===== src/rtl/bram_arb2_if.sv =====
// bram_arb2_if: bundles the two client request/response channels and the
// simple-dual-port BRAM pins that bram_arb2 sits between.
interface bram_arb2_if #(
  parameter int DATA_WIDTH = 32,
  parameter int AW         = 7
);
  // client 0
  logic                  m0_req;
  logic                  m0_we;
  logic [AW-1:0]         m0_addr;
  logic [DATA_WIDTH-1:0] m0_wdata;
  logic                  m0_gnt;
  logic                  m0_rvalid;
  logic [DATA_WIDTH-1:0] m0_rdata;
  // client 1
  logic                  m1_req;
  logic                  m1_we;
  logic [AW-1:0]         m1_addr;
  logic [DATA_WIDTH-1:0] m1_wdata;
  logic                  m1_gnt;
  logic                  m1_rvalid;
  logic [DATA_WIDTH-1:0] m1_rdata;
  // BRAM port A (write) / port B (read)
  logic                  bram_wea;
  logic                  bram_ena;
  logic [AW-1:0]         bram_addra;
  logic [DATA_WIDTH-1:0] bram_dina;
  logic                  bram_enb;
  logic [AW-1:0]         bram_addrb;
  logic [DATA_WIDTH-1:0] bram_doutb;

  // arbiter side
  modport slave (
    input  m0_req, m0_we, m0_addr, m0_wdata,
    input  m1_req, m1_we, m1_addr, m1_wdata,
    output m0_gnt, m0_rvalid, m0_rdata,
    output m1_gnt, m1_rvalid, m1_rdata,
    output bram_wea, bram_ena, bram_addra, bram_dina,
    output bram_enb, bram_addrb,
    input  bram_doutb
  );

  // client side
  modport master (
    output m0_req, m0_we, m0_addr, m0_wdata,
    output m1_req, m1_we, m1_addr, m1_wdata,
    input  m0_gnt, m0_rvalid, m0_rdata,
    input  m1_gnt, m1_rvalid, m1_rdata
  );

  // BRAM side
  modport mem (
    input  bram_wea, bram_ena, bram_addra, bram_dina,
    input  bram_enb, bram_addrb,
    output bram_doutb
  );
endinterface


===== src/rtl/bram_arb2.sv =====
// bram_arb2: two-client arbiter for one simple dual-port BRAM.
// Write port and read port have independent round-robin pointers, so one
// write and one read can be granted in the same cycle. Read data is routed
// back to its issuer by an {valid,id} pipeline LATENCY stages deep.
// Optional: define BRAM_ARB_PERF_CNT_EN to add saturating per-port
// conflict counters (wr_conflict_cnt / rd_conflict_cnt).
module bram_arb2 #(
  parameter int DATA_WIDTH = 32,
  parameter int SIZE       = 128,
  parameter int LATENCY    = 1,
  localparam int AW        = $clog2(SIZE)
) (
  input  logic       clk,
  input  logic       rst,
  bram_arb2_if.slave bus
`ifdef BRAM_ARB_PERF_CNT_EN
  ,
  output logic [31:0] wr_conflict_cnt,
  output logic [31:0] rd_conflict_cnt
`endif
);

  logic [1:0]                 w_req, w_we;
  logic [1:0][AW-1:0]         w_addr;
  logic [1:0][DATA_WIDTH-1:0] w_wdata;

  assign w_req   = {bus.m1_req,   bus.m0_req};
  assign w_we    = {bus.m1_we,    bus.m0_we};
  assign w_addr  = {bus.m1_addr,  bus.m0_addr};
  assign w_wdata = {bus.m1_wdata, bus.m0_wdata};

  logic r_wr_ptr, r_rd_ptr;

  // Candidates are masked during reset so no grant or enable leaks out.
  logic [1:0] w_wcand, w_rcand;
  assign w_wcand = w_req &  w_we & {2{~rst}};
  assign w_rcand = w_req & ~w_we & {2{~rst}};

  logic w_wboth, w_rboth, w_wgnt, w_rgnt, w_wid, w_rid;
  assign w_wboth = &w_wcand;
  assign w_rboth = &w_rcand;
  assign w_wgnt  = |w_wcand;
  assign w_rgnt  = |w_rcand;
  // Lone requester wins outright; on a tie the pointer picks.
  assign w_wid   = w_wboth ? r_wr_ptr : w_wcand[1];
  assign w_rid   = w_rboth ? r_rd_ptr : w_rcand[1];

  assign bus.m0_gnt = (w_wgnt & ~w_wid) | (w_rgnt & ~w_rid);
  assign bus.m1_gnt = (w_wgnt &  w_wid) | (w_rgnt &  w_rid);

  assign bus.bram_wea   = w_wgnt;
  assign bus.bram_ena   = w_wgnt;
  assign bus.bram_addra = w_wgnt ? w_addr[w_wid]  : '0;
  assign bus.bram_dina  = w_wgnt ? w_wdata[w_wid] : '0;
  assign bus.bram_enb   = w_rgnt;
  assign bus.bram_addrb = w_rgnt ? w_addr[w_rid]  : '0;

  // Round-robin pointers: only a contended grant hands priority to the loser.
  always_ff @(posedge clk or posedge rst) begin
    if (rst) begin
      r_wr_ptr <= 1'b0;
      r_rd_ptr <= 1'b0;
    end else begin
      if (w_wboth) r_wr_ptr <= ~w_wid;
      if (w_rboth) r_rd_ptr <= ~w_rid;
    end
  end

  logic [LATENCY-1:0] r_vld_pipe, r_id_pipe;

  // Read tag pipeline, aligned with the BRAM read latency.
  always_ff @(posedge clk or posedge rst) begin
    if (rst) begin
      r_vld_pipe <= '0;
      r_id_pipe  <= '0;
    end else begin
      r_vld_pipe[0] <= w_rgnt;
      r_id_pipe[0]  <= w_rid;
      for (int i = 1; i < LATENCY; i++) begin
        r_vld_pipe[i] <= r_vld_pipe[i-1];
        r_id_pipe[i]  <= r_id_pipe[i-1];
      end
    end
  end

  logic w_rv0, w_rv1;
  assign w_rv0 = r_vld_pipe[LATENCY-1] & ~r_id_pipe[LATENCY-1];
  assign w_rv1 = r_vld_pipe[LATENCY-1] &  r_id_pipe[LATENCY-1];

  assign bus.m0_rvalid = w_rv0;
  assign bus.m1_rvalid = w_rv1;
  assign bus.m0_rdata  = w_rv0 ? bus.bram_doutb : '0;
  assign bus.m1_rdata  = w_rv1 ? bus.bram_doutb : '0;

`ifdef BRAM_ARB_PERF_CNT_EN
  logic w_wconf, w_rconf;
  assign w_wconf = &(w_req &  w_we);
  assign w_rconf = &(w_req & ~w_we);

  // Saturating count of cycles where both clients contended for a port.
  always_ff @(posedge clk or posedge rst) begin
    if (rst) begin
      wr_conflict_cnt <= '0;
      rd_conflict_cnt <= '0;
    end else begin
      if (w_wconf && !(&wr_conflict_cnt)) wr_conflict_cnt <= wr_conflict_cnt + 32'd1;
      if (w_rconf && !(&rd_conflict_cnt)) rd_conflict_cnt <= rd_conflict_cnt + 32'd1;
    end
  end
`endif

endmodule

===== src/flat_wrapper.sv =====
// flat-port wrapper written by rule: the top's interface ports become plain ports
module bram_arb2_flat 
#(
  parameter int DATA_WIDTH = 32,
  parameter int SIZE       = 128,
  parameter int LATENCY    = 1,
  localparam int AW        = $clog2(SIZE)
)
  (clk, rst, bus_m0_req, bus_m0_we, bus_m0_addr, bus_m0_wdata, bus_m1_req, bus_m1_we, bus_m1_addr, bus_m1_wdata, bus_m0_gnt, bus_m0_rvalid, bus_m0_rdata, bus_m1_gnt, bus_m1_rvalid, bus_m1_rdata, bus_bram_wea, bus_bram_ena, bus_bram_addra, bus_bram_dina, bus_bram_enb, bus_bram_addrb, bus_bram_doutb);
  bram_arb2_if #(.DATA_WIDTH(DATA_WIDTH)) bus_i ();
  input  logic clk;
  input  logic rst;
  input wire logic [$bits(bus_i.m0_req)-1:0] bus_m0_req;
  input wire logic [$bits(bus_i.m0_we)-1:0] bus_m0_we;
  input wire logic [$bits(bus_i.m0_addr)-1:0] bus_m0_addr;
  input wire logic [$bits(bus_i.m0_wdata)-1:0] bus_m0_wdata;
  input wire logic [$bits(bus_i.m1_req)-1:0] bus_m1_req;
  input wire logic [$bits(bus_i.m1_we)-1:0] bus_m1_we;
  input wire logic [$bits(bus_i.m1_addr)-1:0] bus_m1_addr;
  input wire logic [$bits(bus_i.m1_wdata)-1:0] bus_m1_wdata;
  output wire logic [$bits(bus_i.m0_gnt)-1:0] bus_m0_gnt;
  output wire logic [$bits(bus_i.m0_rvalid)-1:0] bus_m0_rvalid;
  output wire logic [$bits(bus_i.m0_rdata)-1:0] bus_m0_rdata;
  output wire logic [$bits(bus_i.m1_gnt)-1:0] bus_m1_gnt;
  output wire logic [$bits(bus_i.m1_rvalid)-1:0] bus_m1_rvalid;
  output wire logic [$bits(bus_i.m1_rdata)-1:0] bus_m1_rdata;
  output wire logic [$bits(bus_i.bram_wea)-1:0] bus_bram_wea;
  output wire logic [$bits(bus_i.bram_ena)-1:0] bus_bram_ena;
  output wire logic [$bits(bus_i.bram_addra)-1:0] bus_bram_addra;
  output wire logic [$bits(bus_i.bram_dina)-1:0] bus_bram_dina;
  output wire logic [$bits(bus_i.bram_enb)-1:0] bus_bram_enb;
  output wire logic [$bits(bus_i.bram_addrb)-1:0] bus_bram_addrb;
  input wire logic [$bits(bus_i.bram_doutb)-1:0] bus_bram_doutb;
  assign bus_i.m0_req = bus_m0_req;
  assign bus_i.m0_we = bus_m0_we;
  assign bus_i.m0_addr = bus_m0_addr;
  assign bus_i.m0_wdata = bus_m0_wdata;
  assign bus_i.m1_req = bus_m1_req;
  assign bus_i.m1_we = bus_m1_we;
  assign bus_i.m1_addr = bus_m1_addr;
  assign bus_i.m1_wdata = bus_m1_wdata;
  assign bus_m0_gnt = bus_i.m0_gnt;
  assign bus_m0_rvalid = bus_i.m0_rvalid;
  assign bus_m0_rdata = bus_i.m0_rdata;
  assign bus_m1_gnt = bus_i.m1_gnt;
  assign bus_m1_rvalid = bus_i.m1_rvalid;
  assign bus_m1_rdata = bus_i.m1_rdata;
  assign bus_bram_wea = bus_i.bram_wea;
  assign bus_bram_ena = bus_i.bram_ena;
  assign bus_bram_addra = bus_i.bram_addra;
  assign bus_bram_dina = bus_i.bram_dina;
  assign bus_bram_enb = bus_i.bram_enb;
  assign bus_bram_addrb = bus_i.bram_addrb;
  assign bus_i.bram_doutb = bus_bram_doutb;
  bram_arb2 #(.DATA_WIDTH(DATA_WIDTH), .SIZE(SIZE), .LATENCY(LATENCY)) u_core (.clk(clk), .rst(rst), .bus(bus_i));
endmodule

===== config.mk =====
export PLATFORM = sky130hd
export DESIGN_NAME = bram_arb2_flat
export DESIGN_NICKNAME = d
export VERILOG_FILES = /design/src/rtl/bram_arb2_if.sv /design/src/rtl/bram_arb2.sv /design/src/flat_wrapper.sv
export SDC_FILE = /design/constraint.sdc
export NUM_CORES = 1
export LEC_CHECK = 0
export CORE_AREA = 2 2 91 93
export CTS_CLUSTER_DIAMETER = 150
export DETAILED_ROUTE_END_ITERATION = 10
export DIE_AREA = 0 0 93 95
export PLACE_DENSITY = 0.63
export SLEW_MARGIN = 20
export SYNTH_ARGS = -nofsm -noshare
export SYNTH_HDL_FRONTEND = slang
export SYNTH_SLANG_ARGS = --single-unit

===== constraint.sdc =====
create_clock -name clk -period 2.1 [get_ports clk]
set_input_delay 0.42 -clock clk [delete_from_list [all_inputs] [get_ports clk]]
set_output_delay 0.42 -clock clk [all_outputs]
set_load 0.01 [all_outputs]

== Yosys cells after proc, flatten, opt, wreduce, memory -nomap -nowiden ==
Index checks and enable logic that the tools add are counted.
Storage, ports and cells
  register bits after elaboration: 4
  input port bits: 116
  logic and storage cells: 40
  output and inout port bits: 117
Operators by class
  mux-type cells: 13
  reductions and logical operators: 4
  bitwise logic cells: 17
  magnitude comparators: 2
Operators with widths (number)
  $mux 32: 5
  $mux 7: 6
  $and 2x2->2: 4
  $and 1x1->1: 6
  $lt 1x2->1 const B: 2
  $not 1->1: 4
  $reduce_and 2->1: 2
  $reduce_or 2->1: 2
  $mux 1: 2
  $not 2->2: 1
  $or 1x1->1: 2

== Longest topological paths before layout ==
Gate-level depths: netlist (run 1).
  depth after elaboration: 8
  mapped depth: 5
  gate-level depth less buffers: 3

== Worst setup path after synthesis (run 1) ==
OpenSTA, ideal clock, no wires.
  path type: input -> output
  start point: input bus_m1_req
  end point: output bus_bram_addra[6]
  path buffers: 1
  required time: 1680 ps
  data arrival time: 1323 ps
  cell stages on the path: 4
  slack: 357 ps
  path through: nand2_2 -> a311oi_4 -> buf_6 -> mux2_1
Between the ends
  cells in the longest elaborated chain, start to end: 7
  elaborated cells between the ends (all ways): 8
  classes of those cells: mux (4); bitwise (2); reduce/logical (2)
RTL lines
  start, declared: line flat_wrapper.sv:17  | input wire logic [$bits(bus_i.m1_req)-1:0] bus_m1_req;
  $and 2x2->2 (*) (2 in series): line bram_arb2.sv:36  | assign w_wcand = w_req & w_we & {2{~rst}};
  $reduce_and 2->1: line bram_arb2.sv:40  | assign w_wboth = &w_wcand;
  $mux 1: line bram_arb2.sv:45  | assign w_wid = w_wboth ? r_wr_ptr : w_wcand[1];
  $mux 7 (implied by the code) (2 in series): line bram_arb2.sv:53  | assign bus.bram_addra = w_wgnt ? w_addr[w_wid] : '0;
  $mux 7 (*): line bram_arb2.sv:53
  end, declared: line flat_wrapper.sv:29  | output wire logic [$bits(bus_i.bram_addra)-1:0] bus_bram_addra;
Every way passes the cells marked *; elsewhere a longest branch is shown, timed or not. The select of a mux whose other input is x is not followed.

== Worst setup path in the final report (run 1) ==
  start point: input bus_m0_req
  end point: output bus_bram_dina[31]
Between the ends
  cells in the longest elaborated chain, start to end: 7
  elaborated cells between the ends (all ways): 8
  classes of those cells: mux (4); bitwise (2); reduce/logical (2)
RTL lines
  start, declared: line flat_wrapper.sv:13  | input wire logic [$bits(bus_i.m0_req)-1:0] bus_m0_req;
  $and 2x2->2 (*) (2 in series): line bram_arb2.sv:36
  $reduce_and 2->1: line bram_arb2.sv:40
  $mux 1: line bram_arb2.sv:45
  $mux 32 (implied by the code) (2 in series): line bram_arb2.sv:54  | assign bus.bram_dina = w_wgnt ? w_wdata[w_wid] : '0;
  $mux 32 (*): line bram_arb2.sv:54
  end, declared: line flat_wrapper.sv:30  | output wire logic [$bits(bus_i.bram_dina)-1:0] bus_bram_dina;
Marks and branches as above.

==> flow_summary.toml, run 1 <==
[run_status]
status = "completed"

[synth]
yosysTopAreaCell = "a22o_1"
synthDistinctLibCells = 26
synth.top_cell.area_share = 0.321
avgSynthCellArea_sq_um = 7.60
syn_nets = 274
yosysWarnings = 0
synth.area.top_cells = "a22o_1 32%, and2_1 17%, and3_1 17%"
yosys_register_bits = 4
ys_seq_area_frac = 0.0833
syn_area_sq_um = 1200
syn-instance-count = 158

[global_route]
grt_pass1_vias = 2273
grt_util_all_layers = 0.158
grt_busiest_layer = "met2"
grt_max_degree = 34
grt_pass1_wl_mm = 11.3
grt_overflow = 0
antenna_found_initial = 0
use_met2 = 0.312
grtUsageMet1 = 0.170
use_met3 = 0.0471

[worst_setup_path]
crit_chain = "buf_2 -> buf_6 -> a311oi_4 -> buf_12 -> mux2_4 -> buf_2"
crit_path_max_incr_delay_ps = 360
crit_required_ps = 1680
critPathArrivalTime_ps = 1630
critical-path-slowest-cell = "a311oi_4"
start_kind = "primary input"
critPathMaxFanout = 5
critPathMostFrequentCell = "buf_2"
path_class = "primary input to primary output"
endpoint_kind = "primary output"
cpLargestDelayFamily = "buffers and inverters"
critPathBufInv = 4

[timing]
hold_viol = 0
fin_crit_ps = 2050
finalSetupViolCount = 0
clock_skew_ps = 2.58
slew_headroom = 0.790
setup-tns-final_ps = 0
tightest_slew_ps = 315
post-route-period-util = 0.978
rsz0062_at_grt = "yes"
max_freq_ghz = 0.487
maxSlewViolCount = 0

[floorplanning]
num_rows = 33
dieArea_sq_um = 8840
fp.dieH_um = 95
die_w_um = 93
ios = 233
initial_core_util = 0.152
core_sq_um = 7930

[run]
cap_viol_max_count = 0

[route]
avgRoutedWirePerCell_um = 15.0
drtPass1Iterations = 4
antenna_left = 0
drc_errors = 0
drtIter0Drc = 54
finalWirelength_mm = 7.66
viasPerCell = 4.42
vias = 2258

[clock_tree]
htreeDepth = 1
clkTransAtPathRegs_ps = 30
clock-root-buffer = "clkbuf_8"
cts-buffers-inserted = 3
cts_tree = "built"
clock-sinks = 4
clk-insertion-delay-late_ps = 220
clock_path_buffers = 2

[place]
dp_hpwl_mm = 6.07
gp_congestion = 0.761
placed_cells = 499
portBuffers = 232

[hold_path]
hold_class = "primary input to async pin"

[final_layout]
antennaDiodeCount = 0
num-nets-final = 524
fin_cells = 511
drive_above_1_share = 0.246
area_delta_synth_final_pct = 218

[power_and_ir_drop]
vdd_drop_max_v = 0.000188
power.density_nw_per_um2 = 262
p_leak_nw = 1.92
## what timing repair did
item,in CTS,in global routing
resized for setup,229,16
cloned,4,0
endpoints found under the setup margin,52,33
pin swaps,6,3
buffers inserted,6,0
hold buffers,0,0
## worst min-delay path: stages
cell and delay [ps]:
buf_2 130, buf_6 130, inv_1 70, buf_4 130
## metrics by stage
step | util | worst slack (ps) | power, mW | cell area, sq um | hold slack, ps
5_1_grt | 0.482 | -4.65 | 1.06 | 3820 | 377
4_1_cts | 0.481 | -11.7 | 1.02 | 3810 | 340
3_3_place_gp | 0.480 | -698 | 0.835 | 3810 | 576
2_1_floorplan | - | 357 | 0.338 | 1200 | 194
3_5_place_dp | 0.480 | -721 | 0.841 | 3810 | 576
6_report | 0.482 | 46.4 | 0.999 | 3820 | 355
## path summary, 6_finish.rpt
path,start,to,slack [ps],cells past startpoint
worst max-delay path,bus_m0_req,bus_bram_dina[31],50,6
worst min-delay path,rst,u_core.r_id_pipe,360,4
worst max register to register,u_core.r_rd_ptr,u_core.r_id_pipe,1100,2
worst min register to register,u_core.r_rd_ptr,u_core.r_rd_ptr,590,2
max in group asynchronous,rst,u_core.r_rd_ptr,1640,4
min in group clk,rst,u_core.r_vld_pipe,570,3
## cell type report
type / count / area, sq um
Clock buffer: 3 / 41.3
Fill cell: 772 / 4110
Inverter: 3 / 11.3
Multi-Input combinational cell: 132 / 1030
Sequential cell: 4 / 100
Tap cell: 105 / 131
Timing Repair Buffer: 264 / 2500
## state kept, by name, indices dropped and copies added (netlist names)
register,cells
u_core.r_id_pipe,1
u_core.r_rd_ptr,1
u_core.r_vld_pipe,1
u_core.r_wr_ptr,1
## cell families (layout without fill, tap and decap cells)
group                  Yosys count  in the layout  synth area share
flip-flops                       4              4            0.0833
AO/OA/AOI/OAI                   50             50             0.385
multiplexers                     2              2            0.0187
buffers and inverters           22            270            0.0927
XOR/XNOR                         2              2            0.0146
AND/OR/NAND/NOR                 78             78             0.405
## per-layer routing
layer / part of all wire / wire, um
met1: 0.35 / 2690
met5: 0 / 0
met2: 0.55 / 4190
met3: 0.096 / 735
met4: 0.0061 / 47
## cell usage after synthesis
cell type and n:
clkbuf_1 11, or2_2 2, nand2_2 1, and2_1 33, dfrtp_1 4, nor2b_1 1
xnor2_1 1, nand3b_1 1, o2111a_1 1, a22oi_1 1, or3b_1 1, nor3b_1 2
a21oi_1 1, a31oi_4 1, buf_4 5, buf_2 2, xor2_1 1, a311oi_4 1
and3_1 32, nand2b_1 2, buf_6 1, inv_1 3, mux2_1 2, a22o_1 44
nor2_1 3, a31oi_1 1
## report_power, final
group	switching [mW]	internal [mW]
Clock	0.0377	0.122
Combinational	0.268	0.458
Sequential	0.0138	0.0994
## layout by cell type, fill, tap and decap left out, types with 3 or more instances in the layout
cell	count
clkdlybuf4s50_1	168
dfrtp_1	4
dlymetal6s2s_1	10
nor2_1	3
buf_4	14
buf_12	6
buf_2	51
buf_6	9
a22o_1	44
and3_1	32
buf_16	3
and2_1	33
clkbuf_8	3
Note: power is estimated with default switching activity, not from simulation.
==> inputs of run 2 (changes only) <==
--- a/config.mk
+++ b/config.mk
@@ -10,7 +10,7 @@
 export DETAILED_ROUTE_END_ITERATION = 10
 export DIE_AREA = 0 0 93 95
 export PLACE_DENSITY = 0.63
-export SLEW_MARGIN = 20
+export SLEW_MARGIN = 40
 export SYNTH_ARGS = -nofsm -noshare
 export SYNTH_HDL_FRONTEND = slang
 export SYNTH_SLANG_ARGS = --single-unit
==> results of run 2 <==
The final DEF is identical to that of run 1; final timing and power are the same.
